===== config.mk =====
export PLATFORM = sky130hd
export DESIGN_NAME = msx_slot_io_bridge
export DESIGN_NICKNAME = d
export VERILOG_FILES = /design/src/rtl/msx_bus_pkg.sv /design/src/rtl/slot_sync.sv /design/src/rtl/msx_slot_io_bridge.sv
export SDC_FILE = /design/constraint.sdc
export NUM_CORES = 1
export LEC_CHECK = 0
export BUFFER_PORTS_ARGS = -buffer_cell sky130_fd_sc_hd__clkbuf_2
export CAP_MARGIN = 10
export CORE_AREA = 10 10 80 82
export DETAILED_ROUTE_END_ITERATION = 6
export DIE_AREA = 0 0 90 92
export PLACE_DENSITY = 0.8
export SYNTH_ARGS = -nofsm -noshare
export SYNTH_HDL_FRONTEND = slang
export SYNTH_SLANG_ARGS = --single-unit

===== constraint.sdc =====
create_clock -name clk -period 1.7 [get_ports clk]
set_input_delay 0 -clock clk [delete_from_list [all_inputs] [get_ports clk]]
set_output_delay 0 -clock clk [all_outputs]
set_load 0.02 [all_outputs]

===== src/rtl/msx_bus_pkg.sv =====
// Shared state type, constants and address helper for the MSX slot I/O bridge.
package msx_bus_pkg;

    typedef enum logic [1:0] {
        IDLE  = 2'd0,
        REQ   = 2'd1,
        RDATA = 2'd2,
        HOLD  = 2'd3
    } bridge_state_t;

    localparam logic [7:0] C_RDATA_DEFAULT = 8'hFF;
    localparam logic [7:0] C_IO_ADDR_HI    = 8'h00;
    localparam int         C_TMO_W         = 4;

    // Z80 I/O ports decode only A7..A0; the internal bus sees a fixed upper byte.
    function automatic logic [15:0] io_bus_addr(input logic [7:0] port_lo);
        return {C_IO_ADDR_HI, port_lo};
    endfunction

endpackage


===== src/rtl/slot_sync.sv =====
// Two-flop synchroniser for an asynchronous active-low slot strobe; idles high.
module slot_sync (
    input  logic clk,
    input  logic reset,
    input  logic async_in,
    output logic sync_out
);

    logic meta_r;
    logic sync_r;

    // Two-stage capture; reset parks both stages at the inactive (high) level.
    always_ff @(posedge clk) begin
        if (reset) begin
            meta_r <= 1'b1;
            sync_r <= 1'b1;
        end else begin
            meta_r <= async_in;
            sync_r <= meta_r;
        end
    end

    assign sync_out = sync_r;

endmodule


===== src/rtl/msx_slot_io_bridge.sv =====
// Turns one Z80 slot I/O cycle into exactly one internal bus request, stretching
// /WAIT until a read byte is available and driving it back onto the slot.
module msx_slot_io_bridge #(
    parameter int RD_TIMEOUT = 15
) (
    input  logic        clk,
    input  logic        reset,
    input  logic        slot_iorq_n,
    input  logic        slot_rd_n,
    input  logic        slot_wr_n,
    input  logic [15:0] slot_a,
    input  logic [7:0]  slot_d_in,
    output logic [7:0]  slot_d_out,
    output logic        slot_d_oe,
    output logic        slot_wait_n,
    output logic        bus_io_req,
    input  logic        bus_ack,
    output logic        bus_wrt,
    output logic [15:0] bus_address,
    output logic [7:0]  bus_wdata,
    input  logic [7:0]  bus_rdata,
    input  logic        bus_rdata_en
);

    import msx_bus_pkg::*;

    localparam logic [C_TMO_W-1:0] C_TMO_LAST = C_TMO_W'(RD_TIMEOUT - 1);
    localparam logic [C_TMO_W-1:0] C_TMO_MAX  = {C_TMO_W{1'b1}};
    localparam logic [C_TMO_W-1:0] C_TMO_ONE  = {{(C_TMO_W-1){1'b0}}, 1'b1};

    logic               iorq_sync_s;
    logic               rd_sync_s;
    logic               wr_sync_s;
    logic               active_s;
    logic               active_prev_r;
    logic               start_s;
    logic               released_r;
    logic               released_s;
    logic               bus_ack_r;
    logic               bus_rdata_en_r;
    logic [7:0]         bus_rdata_r;
    logic [C_TMO_W-1:0] tmo_cnt_r;
    logic               tmo_hit_s;
    bridge_state_t      state_r;
    bridge_state_t      state_nxt_s;
    bridge_state_t      cmpl_state_s;
    logic               dout_load_s;
    logic [7:0]         dout_nxt_s;
    logic               unused_addr_hi_s;

    slot_sync u_sync_iorq (.clk(clk), .reset(reset), .async_in(slot_iorq_n), .sync_out(iorq_sync_s));
    slot_sync u_sync_rd   (.clk(clk), .reset(reset), .async_in(slot_rd_n),   .sync_out(rd_sync_s));
    slot_sync u_sync_wr   (.clk(clk), .reset(reset), .async_in(slot_wr_n),   .sync_out(wr_sync_s));

    assign active_s   = !iorq_sync_s && (!rd_sync_s || !wr_sync_s);
    assign start_s    = active_s && !active_prev_r && (state_r == IDLE);
    assign tmo_hit_s  = (tmo_cnt_r >= C_TMO_LAST);
    // Once the Z80 lets go mid-transaction, the bus side finishes but the slot side is skipped.
    assign released_s = released_r || !active_s;
    assign unused_addr_hi_s = ^slot_a[15:8];

    // Next state, plus the byte (and whether) to present on the slot at read completion.
    always_comb begin
        state_nxt_s  = state_r;
        cmpl_state_s = HOLD;
        dout_nxt_s   = C_RDATA_DEFAULT;
        dout_load_s  = 1'b0;
        if (released_s) begin
            cmpl_state_s = IDLE;
        end else begin
            cmpl_state_s = HOLD;
        end
        case (state_r)
            IDLE: begin
                if (start_s) begin
                    state_nxt_s = REQ;
                end else begin
                    state_nxt_s = IDLE;
                end
            end
            REQ: begin
                if (bus_ack_r) begin
                    if (bus_wrt) begin
                        state_nxt_s = cmpl_state_s;
                    end else begin
                        state_nxt_s = RDATA;
                    end
                end else if (tmo_hit_s) begin
                    state_nxt_s = cmpl_state_s;
                    dout_nxt_s  = C_RDATA_DEFAULT;
                    dout_load_s = !bus_wrt && !released_s;
                end else begin
                    state_nxt_s = REQ;
                end
            end
            RDATA: begin
                if (bus_rdata_en_r) begin
                    state_nxt_s = cmpl_state_s;
                    dout_nxt_s  = bus_rdata_r;
                    dout_load_s = !released_s;
                end else if (tmo_hit_s) begin
                    state_nxt_s = cmpl_state_s;
                    dout_nxt_s  = C_RDATA_DEFAULT;
                    dout_load_s = !released_s;
                end else begin
                    state_nxt_s = RDATA;
                end
            end
            HOLD: begin
                if (iorq_sync_s) begin
                    state_nxt_s = IDLE;
                end else begin
                    state_nxt_s = HOLD;
                end
            end
            default: begin
                state_nxt_s = IDLE;
            end
        endcase
    end

    // Registers the bus handshake inputs and the strobe-activity history for edge detection.
    always_ff @(posedge clk) begin
        if (reset) begin
            active_prev_r  <= 1'b0;
            bus_ack_r      <= 1'b0;
            bus_rdata_en_r <= 1'b0;
            bus_rdata_r    <= 8'h00;
        end else begin
            active_prev_r  <= active_s;
            bus_ack_r      <= bus_ack;
            bus_rdata_en_r <= bus_rdata_en;
            bus_rdata_r    <= bus_rdata;
        end
    end

    // State register, per-state saturating timeout counter and early-release flag.
    always_ff @(posedge clk) begin
        if (reset) begin
            state_r    <= IDLE;
            tmo_cnt_r  <= {C_TMO_W{1'b0}};
            released_r <= 1'b0;
        end else begin
            state_r <= state_nxt_s;
            if (state_nxt_s != state_r) begin
                tmo_cnt_r <= {C_TMO_W{1'b0}};
            end else if (tmo_cnt_r != C_TMO_MAX) begin
                tmo_cnt_r <= tmo_cnt_r + C_TMO_ONE;
            end else begin
                tmo_cnt_r <= tmo_cnt_r;
            end
            if (start_s) begin
                released_r <= 1'b0;
            end else if (((state_r == REQ) || (state_r == RDATA)) && !active_s) begin
                released_r <= 1'b1;
            end else begin
                released_r <= released_r;
            end
        end
    end

    // Internal bus request; address, data and direction are frozen at the start of a cycle.
    always_ff @(posedge clk) begin
        if (reset) begin
            bus_io_req  <= 1'b0;
            bus_wrt     <= 1'b0;
            bus_address <= 16'h0000;
            bus_wdata   <= 8'h00;
        end else begin
            bus_io_req <= (state_nxt_s == REQ);
            if (start_s) begin
                bus_address <= io_bus_addr(slot_a[7:0]);
                bus_wdata   <= slot_d_in;
                bus_wrt     <= !wr_sync_s;
            end else begin
                bus_address <= bus_address;
                bus_wdata   <= bus_wdata;
                bus_wrt     <= bus_wrt;
            end
        end
    end

    // Slot-side read data, its output enable and the /WAIT stretch.
    always_ff @(posedge clk) begin
        if (reset) begin
            slot_d_out  <= C_RDATA_DEFAULT;
            slot_d_oe   <= 1'b0;
            slot_wait_n <= 1'b1;
        end else begin
            if (dout_load_s) begin
                slot_d_out <= dout_nxt_s;
            end else begin
                slot_d_out <= slot_d_out;
            end
            slot_d_oe   <= (state_nxt_s == HOLD) && !bus_wrt && !rd_sync_s && !iorq_sync_s;
            slot_wait_n <= !((state_nxt_s == REQ) || (state_nxt_s == RDATA));
        end
    end

endmodule


==> impl_metrics.py, run 1 <==
metrics = {
    "run_status": {
        "status": "finished with violations",
        "violations": "negative setup slack",
    },
    "synth": {
        "netlist_instances": 222,
        "synth_edf_count": 0,
        "synth_seq_cells": 52,
        "yosysWarnings": 0,
        "syn_area_per_cell_um2": 9.24,
        "synthArstFlopShare_pct": 0,
        "ys_seq_area_share_pct": 50.7,
        "netlist_area_mm2": 0.00205,
        "synthFlopType": "dfxtp_1",
        "yosysUniqueCellTypes": 35,
    },
    "grt": {
        "use_met2_pct": 21.9,
        "grt-busiest-layer": "met2",
        "grt_usage_pct": 12.2,
        "antenna_found_initial": 0,
        "grt_use_met3_pct": 2.85,
        "grt_first_pass_wirelength_um": 8610,
        "grt_util_met1_pct": 13.1,
        "grt_pass1_vias": 1942,
        "grt-ovfl-total": 0,
        "grt_max_degree": 20,
    },
    "layout": {
        "diodes": 0,
        "fin_nets": 378,
        "area_growth_pct": 48.6,
        "fin_util_pct": 62.1,
        "final_cells": 401,
        "finalInstanceArea_mm2": 0.00305,
        "regArea_mm2": 0.00105,
        "multi_input_area_mm2": 0.00103,
        "final_layout_size_suffix_gt1_share_pct": 37.5,
        "fillers": 377,
    },
    "place": {
        "port_buffers": 58,
        "pre_cts_slack_ns": -0.178,
        "dp.final_hpwl_um": 3470,
        "place_congestion": 0.822,
        "dpl.cell_count": 361,
        "placed_cell_area_mm2": 0.00253,
    },
    "timing": {
        "drv_slew": 0,
        "maxSlewHeadroom_pct": 66.6,
        "setup_slack_ns": -0.116,
        "hold_viol_final": 0,
        "finalSetupViolCount": 6,
        "grt_setup_unrepaired": "true",
        "final.setup_skew_ns": 0.00862,
        "max_clock_freq_ghz": 0.551,
        "worst_slew_pin_slew_ns": 0.500,
        "fin_crit_ns": 1.82,
        "fin_crit_sh_pct": 107,
    },
    "routing": {
        "drc": 0,
        "initialDrtViolationCount": 114,
        "wl_per_cell_um": 12.9,
        "ant_nets": 0,
        "first_pass_iters": 4,
        "vias": 1854,
        "wl_um": 5190,
        "via_per_inst": 4.62,
    },
    "power": {
        "power_switching_mw": 0.558,
        "p_leak_nw": 1.33,
        "total_power_mw": 2.25,
        "clockPowerShare_pct": 32.1,
        "worst_ir_drop_vdd_mv": 0.435,
        "pwr-share-comb_pct": 11.0,
        "p_seq_share_pct": 56.9,
        "p_int_mw": 1.69,
        "swShare_pct": 24.8,
        "p_per_area_mw_per_mm2": 738,
    },
    "clocking": {
        "cts_buffers": 5,
        "cts_tree": "yes",
        "clk_latency_ns": 0.31,
        "cts.sinks": 52,
        "clockRootBuffer": "clkbuf_8",
        "cts_max_path_buffers": 2,
        "htreeDepth": 2,
        "clk_pin_slew_worst_paths_ns": 0.10,
    },
    "worst_hold_path": {
        "hold_path_class": "primary input to register",
    },
    "setup_path": {
        "cp_common_cell": "inv_2",
        "criticalPathCategory": "register to register",
        "worstPathRequired_ns": 1.91,
        "worstSetupEndpointType": "register",
        "cp-start-kind": "register",
        "cp_cell_sequence": "inv_2 > ha_2 > nor2b_1 > a22oi_1 > a41o_1 > inv_2 > xnor2_1 > buf_4 > nor4_1",
        "crit_slowest_cell": "dfxtp_2",
        "crit_fanout": 4,
        "crit_arrival_ns": 2.02,
        "max_stage_delay_ns": 0.36,
    },
    "floorplanning": {
        "dieArea_mm2": 0.00828,
        "die_w_um": 90,
        "io_pins": 75,
        "rows": 26,
        "die_h_um": 92,
        "start_util_pct": 41.8,
        "core_mm2": 0.00491,
    },
    "flow_run": {
        "drv_cap": 0,
    },
}
## cell type report
cell class,count,area share (%)
Sequential cell,52,34.3
Multi-Input combinational cell,155,33.9
Timing Repair Buffer,110,24.9
Tap cell,70,2.87
Clock buffer,5,2.26
Clock inverter,3,0.903
Inverter,6,0.739
## cells in the final DEF, fill, tap and decap left out, types with 2 or more instances in the layout
cell type       n
xnor2_1         3
nor4_1          5
dlygate4sd3_1  29
o21ai_0         2
nor3_4          3
ha_1            6
dfxtp_1        47
inv_2           4
o21bai_1        8
dfxtp_2         5
clkbuf_2       58
or2_2           6
clkbuf_8        5
nand2b_1        2
nor3_2          6
a21oi_1        16
buf_6           2
buf_4          21
ha_4            2
conb_1          8
inv_1           2
nand3_1         4
nor2b_1        14
o211ai_1        4
nand2_1        34
nor2_1         13
## routing by layer
| metal | share of wire (%) | up-vias |
|---|---|---|
| met5 | 0 | - |
| met4 | 2.6 | 0 |
| met3 | 4.5 | 11 |
| met2 | 51 | 45 |
| met1 | 42 | 854 |
| li1 | - | 944 |
## flip-flops by register name, summed over array words and instances, names as in the netlist, 2 cells and up
register     cells
bus_rdata_r      8
bus_address      8
slot_d_out       8
state_r          2
bus_wdata        8
tmo_cnt_r        4
## power by group through the flow
| stage | Sequential [mW] | Combinational (mW) | Clock [mW] |
|---|---|---|---|
| finish | 1.28 | 0.247 | 0.723 |
| global route | 1.28 | 0.274 | 0.785 |
| CTS | 1.28 | 0.239 | 0.756 |
| detailed placement | 1.30 | 0.183 | 0 |
| global placement | 1.30 | 0.177 | 0 |
| floorplan | 1.31 | 0.106 | 0 |
## logic make-up after synthesis
family / after synthesis / share of synthesized area (%)
flip-flops: 52 / 50.7
AO/OA/AOI/OAI: 41 / 14.1
buffers and inverters: 22 / 5.49
adder cells (fa/ha/maj): 9 / 5.49
AND/OR/NAND/NOR: 93 / 22.1
other: 1 / 0.183
multiplexers: 1 / 0.549
XOR/XNOR: 3 / 1.28
## worst max-delay path: cells and delay by family, from the launching register on
kind / cells / cell delay, ns
flip-flops: 1 / 0.36
AO/OA/AOI/OAI: 2 / 0.40
AND/OR/NAND/NOR: 2 / 0.39
XOR/XNOR: 1 / 0.11
adder cells (fa/ha/maj): 1 / 0.20
buffers and inverters: 3 / 0.26
## cell usage after synthesis, types with 2 or more instances
library cell	count	share of area [%]
inv_1	5	0.91
xnor2_1	3	1.3
ha_1	9	5.5
o21bai_1	8	2.9
nand2_1	34	6.2
nand3_1	4	0.98
nor2_1	13	2.4
o21ai_0	2	0.49
nor2b_1	15	4.6
nand2b_1	2	0.61
dfxtp_1	52	51
clkbuf_1	8	1.5
or2_2	7	2.1
a21oi_1	16	3.9
o211ai_1	4	1.5
nor3_1	8	2.0
buf_4	8	2.9
nor4_1	6	1.8
o211a_1	2	0.98
## path summary, 6_finish.rpt
| path | from | to | slack [ns] | cells past startpoint |
|---|---|---|---|---|
| max | state_r[0] | tmo_cnt_r[0] | -0.12 | 9 |
| min | reset | bus_address[4] | 0.11 | 2 |
| max reg2reg | state_r[0] | tmo_cnt_r[0] | -0.12 | 9 |
| min reg2reg | u_sync_wr.meta_r | u_sync_wr.sync_out | 0.42 | 1 |
## timing repair
| item | CTS | global route |
|---|---|---|
| endpoints found under the setup margin | 15 | 29 |
| hold buffers | 29 | 0 |
| resized for setup | 6 | 20 |
| endpoints found under the hold margin | 29 | 0 |
| setup buffers | 4 | 0 |
| pin swaps | 12 | 5 |
## through the flow
step	setup TNS [ns]	hold WS, ns
6_report	-0.488	0.111
5_1_grt	-1.88	0.149
4_1_cts	-0.585	0.0860
3_5_place_dp	-1.61	0.186
3_3_place_gp	-1.33	0.184
2_1_floorplan	-0.0930	0.0716
Note: power is estimated with default switching activity, not from simulation.
==> run 2: changes to the inputs <==
--- a/config.mk
+++ b/config.mk
@@ -7,10 +7,10 @@
 export LEC_CHECK = 0
 export BUFFER_PORTS_ARGS = -buffer_cell sky130_fd_sc_hd__clkbuf_2
 export CAP_MARGIN = 10
-export CORE_AREA = 10 10 80 82
+export CORE_AREA = 10 10 94 96
 export DETAILED_ROUTE_END_ITERATION = 6
-export DIE_AREA = 0 0 90 92
-export PLACE_DENSITY = 0.8
+export DIE_AREA = 0 0 104 106
+export PLACE_DENSITY = 0.61
 export SYNTH_ARGS = -nofsm -noshare
 export SYNTH_HDL_FRONTEND = slang
 export SYNTH_SLANG_ARGS = --single-unit
==> run 2 against run 1 <==
  * The run still ends with negative setup slack left
  * Clock skew is 0.0032 ns lower
  * Critical path type unchanged
  * Hold slack better by 0.092 ns
  * Register-to-register slack worse by 0.06 ns
  * Maximum frequency is 3.2% lower
  * Cell count is 8.5% higher
  * Power is 1.6% lower
  * Largest power group unchanged
  * Clock-buffer cell count is 1 higher
==> impl_metrics.py, run 2 (synthesized netlist as in run 1, its figures left out) <==
metrics = {
    "run_status": {
        "status": "finished with violations",
        "violations": "negative setup slack",
    },
    "clocking": {
        "clk_pin_slew_worst_paths_ns": 0.09,
        "htreeDepth": 2,
        "clk_latency_ns": 0.30,
        "cts_tree": "yes",
        "cts.sinks": 52,
        "cts_max_path_buffers": 2,
        "cts_buffers": 5,
        "clockRootBuffer": "clkbuf_8",
    },
    "floorplanning": {
        "rows": 31,
        "die_h_um": 106,
        "dieArea_mm2": 0.0110,
        "io_pins": 75,
        "core_mm2": 0.00706,
        "start_util_pct": 29.1,
        "die_w_um": 104,
    },
    "setup_path": {
        "worstPathRequired_ns": 1.90,
        "crit_fanout": 3,
        "criticalPathCategory": "register to register",
        "crit_arrival_ns": 2.08,
        "cp-start-kind": "register",
        "worstSetupEndpointType": "register",
    },
    "power": {
        "p_leak_nw": 1.36,
        "total_power_mw": 2.21,
        "power_switching_mw": 0.532,
        "p_per_area_mw_per_mm2": 716,
        "pwr-share-comb_pct": 11.0,
        "worst_ir_drop_vdd_mv": 0.256,
        "swShare_pct": 24.0,
        "clockPowerShare_pct": 31.2,
        "p_int_mw": 1.68,
        "p_seq_share_pct": 57.7,
    },
    "layout": {
        "area_growth_pct": 50.7,
        "mostFrequentLayoutCell": "clkbuf_2",
        "final_cells": 435,
        "final_layout_size_suffix_gt1_share_pct": 37.5,
        "fin_nets": 383,
        "layout_common_cells": "clkbuf_2, dfxtp_1, nand2_1",
        "finalInstanceArea_mm2": 0.00309,
        "diodes": 0,
    },
    "routing": {
        "drc": 0,
        "first_pass_iters": 4,
        "wl_per_cell_um": 12.1,
        "initialDrtViolationCount": 97,
        "vias": 1864,
        "wl_um": 5250,
        "ant_nets": 0,
        "via_per_inst": 4.29,
    },
    "place": {
        "pre_cts_slack_ns": -0.240,
        "port_buffers": 58,
        "dpl.cell_count": 395,
        "place_congestion": 0.785,
        "dp.final_hpwl_um": 3770,
        "placed_cell_area_mm2": 0.00261,
    },
    "grt": {
        "antenna_found_initial": 0,
        "grt_util_met1_pct": 10.6,
        "grt_max_degree": 26,
        "grt_pass1_vias": 1922,
        "grt_use_met3_pct": 3.50,
        "use_met2_pct": 16.2,
        "grt-busiest-layer": "met2",
        "grt-ovfl-total": 0,
        "grt_first_pass_wirelength_um": 8780,
        "grt_usage_pct": 9.45,
    },
    "timing": {
        "final.setup_skew_ns": 0.00540,
        "setup_slack_ns": -0.176,
        "drv_slew": 0,
        "grt_setup_unrepaired": "true",
        "whs_ns": 0.203,
        "max_clock_freq_ghz": 0.533,
        "fin_crit_ns": 1.88,
        "finalSetupViolCount": 10,
        "hold_viol_final": 0,
        "fin_crit_sh_pct": 110,
    },
    "worst_hold_path": {
        "hold_path_class": "primary input to register",
    },
    "flow_run": {
        "drv_cap": 0,
    },
}
==> run 2: cell types whose count changed in the layout (fill, tap and decap cells not counted), sizes merged <==
cell and change:
buf +5, clkbuf +1, inv -1
==> run 2: layer usage <==
| metal | vias up | part of all wire, % |
|---|---|---|
| met1 | 848 | 43 |
| met2 | 51 | 49 |
| met4 | 0 | 1.7 |
| met5 | - | 0 |
| met3 | 10 | 5.7 |
| li1 | 955 | - |
==> run 2: power groups by stage <==
stage	combinational [mW]	sequential [mW]	clock, mW
5_1_grt	0.270	1.28	0.778
3_3_place_gp	0.184	1.30	0
2_1_floorplan	0.106	1.31	0
4_1_cts	0.241	1.28	0.726
3_5_place_dp	0.188	1.30	0
6_report	0.244	1.28	0.691
==> run 2: timing repair <==
item                                    4_1_cts  5_1_grt
pin swaps                                    10        9
endpoints found under the setup margin       15       28
resized for setup                             8       13
setup buffers                                 4        0
hold buffers                                 29        0
cloned                                        0        0
hold endpoints to repair                     29        0
==> run 2: worst paths after layout <==
| check | start | to | slack [ns] | depth (start not counted) |
|---|---|---|---|---|
| max | tmo_cnt_r[0] | slot_wait_n | -0.18 | 7 |
| min | reset | bus_address[5] | 0.20 | 2 |
| max reg2reg | tmo_cnt_r[0] | slot_wait_n | -0.18 | 7 |
| min reg2reg | u_sync_iorq.meta_r | u_sync_iorq.sync_out | 0.42 | 1 |
==> run 2: area by class of cell <==
| class | count | area, µm² |
|---|---|---|
| clock buffer | 6 | 72.6 |
| clock inverter | 2 | 16.3 |
| fill | 715 | 3970 |
| inverter | 6 | 22.5 |
| multi-input combinational | 155 | 1020 |
| sequential | 52 | 1040 |
| tap | 99 | 124 |
| timing repair buffer | 115 | 795 |
==> run 2: worst max-delay path, cell delays in order, from the launching register on <==
cell and delay (ns):
dfxtp_2 0.34, inv_2 0.04, ha_4 0.15, o211a_4 0.24, o211ai_1 0.23, a41oi_2 0.20, ha_1 0.33, or2_4 0.24
==> run 2: through the flow <==
step                TNS (ns)  util, %
CTS                   -0.759     43.0
global placement       -1.64     36.9
global route           -2.21     43.8
detailed placement     -2.27     36.9
floorplan            -0.0930        -
finish                -0.848     43.8
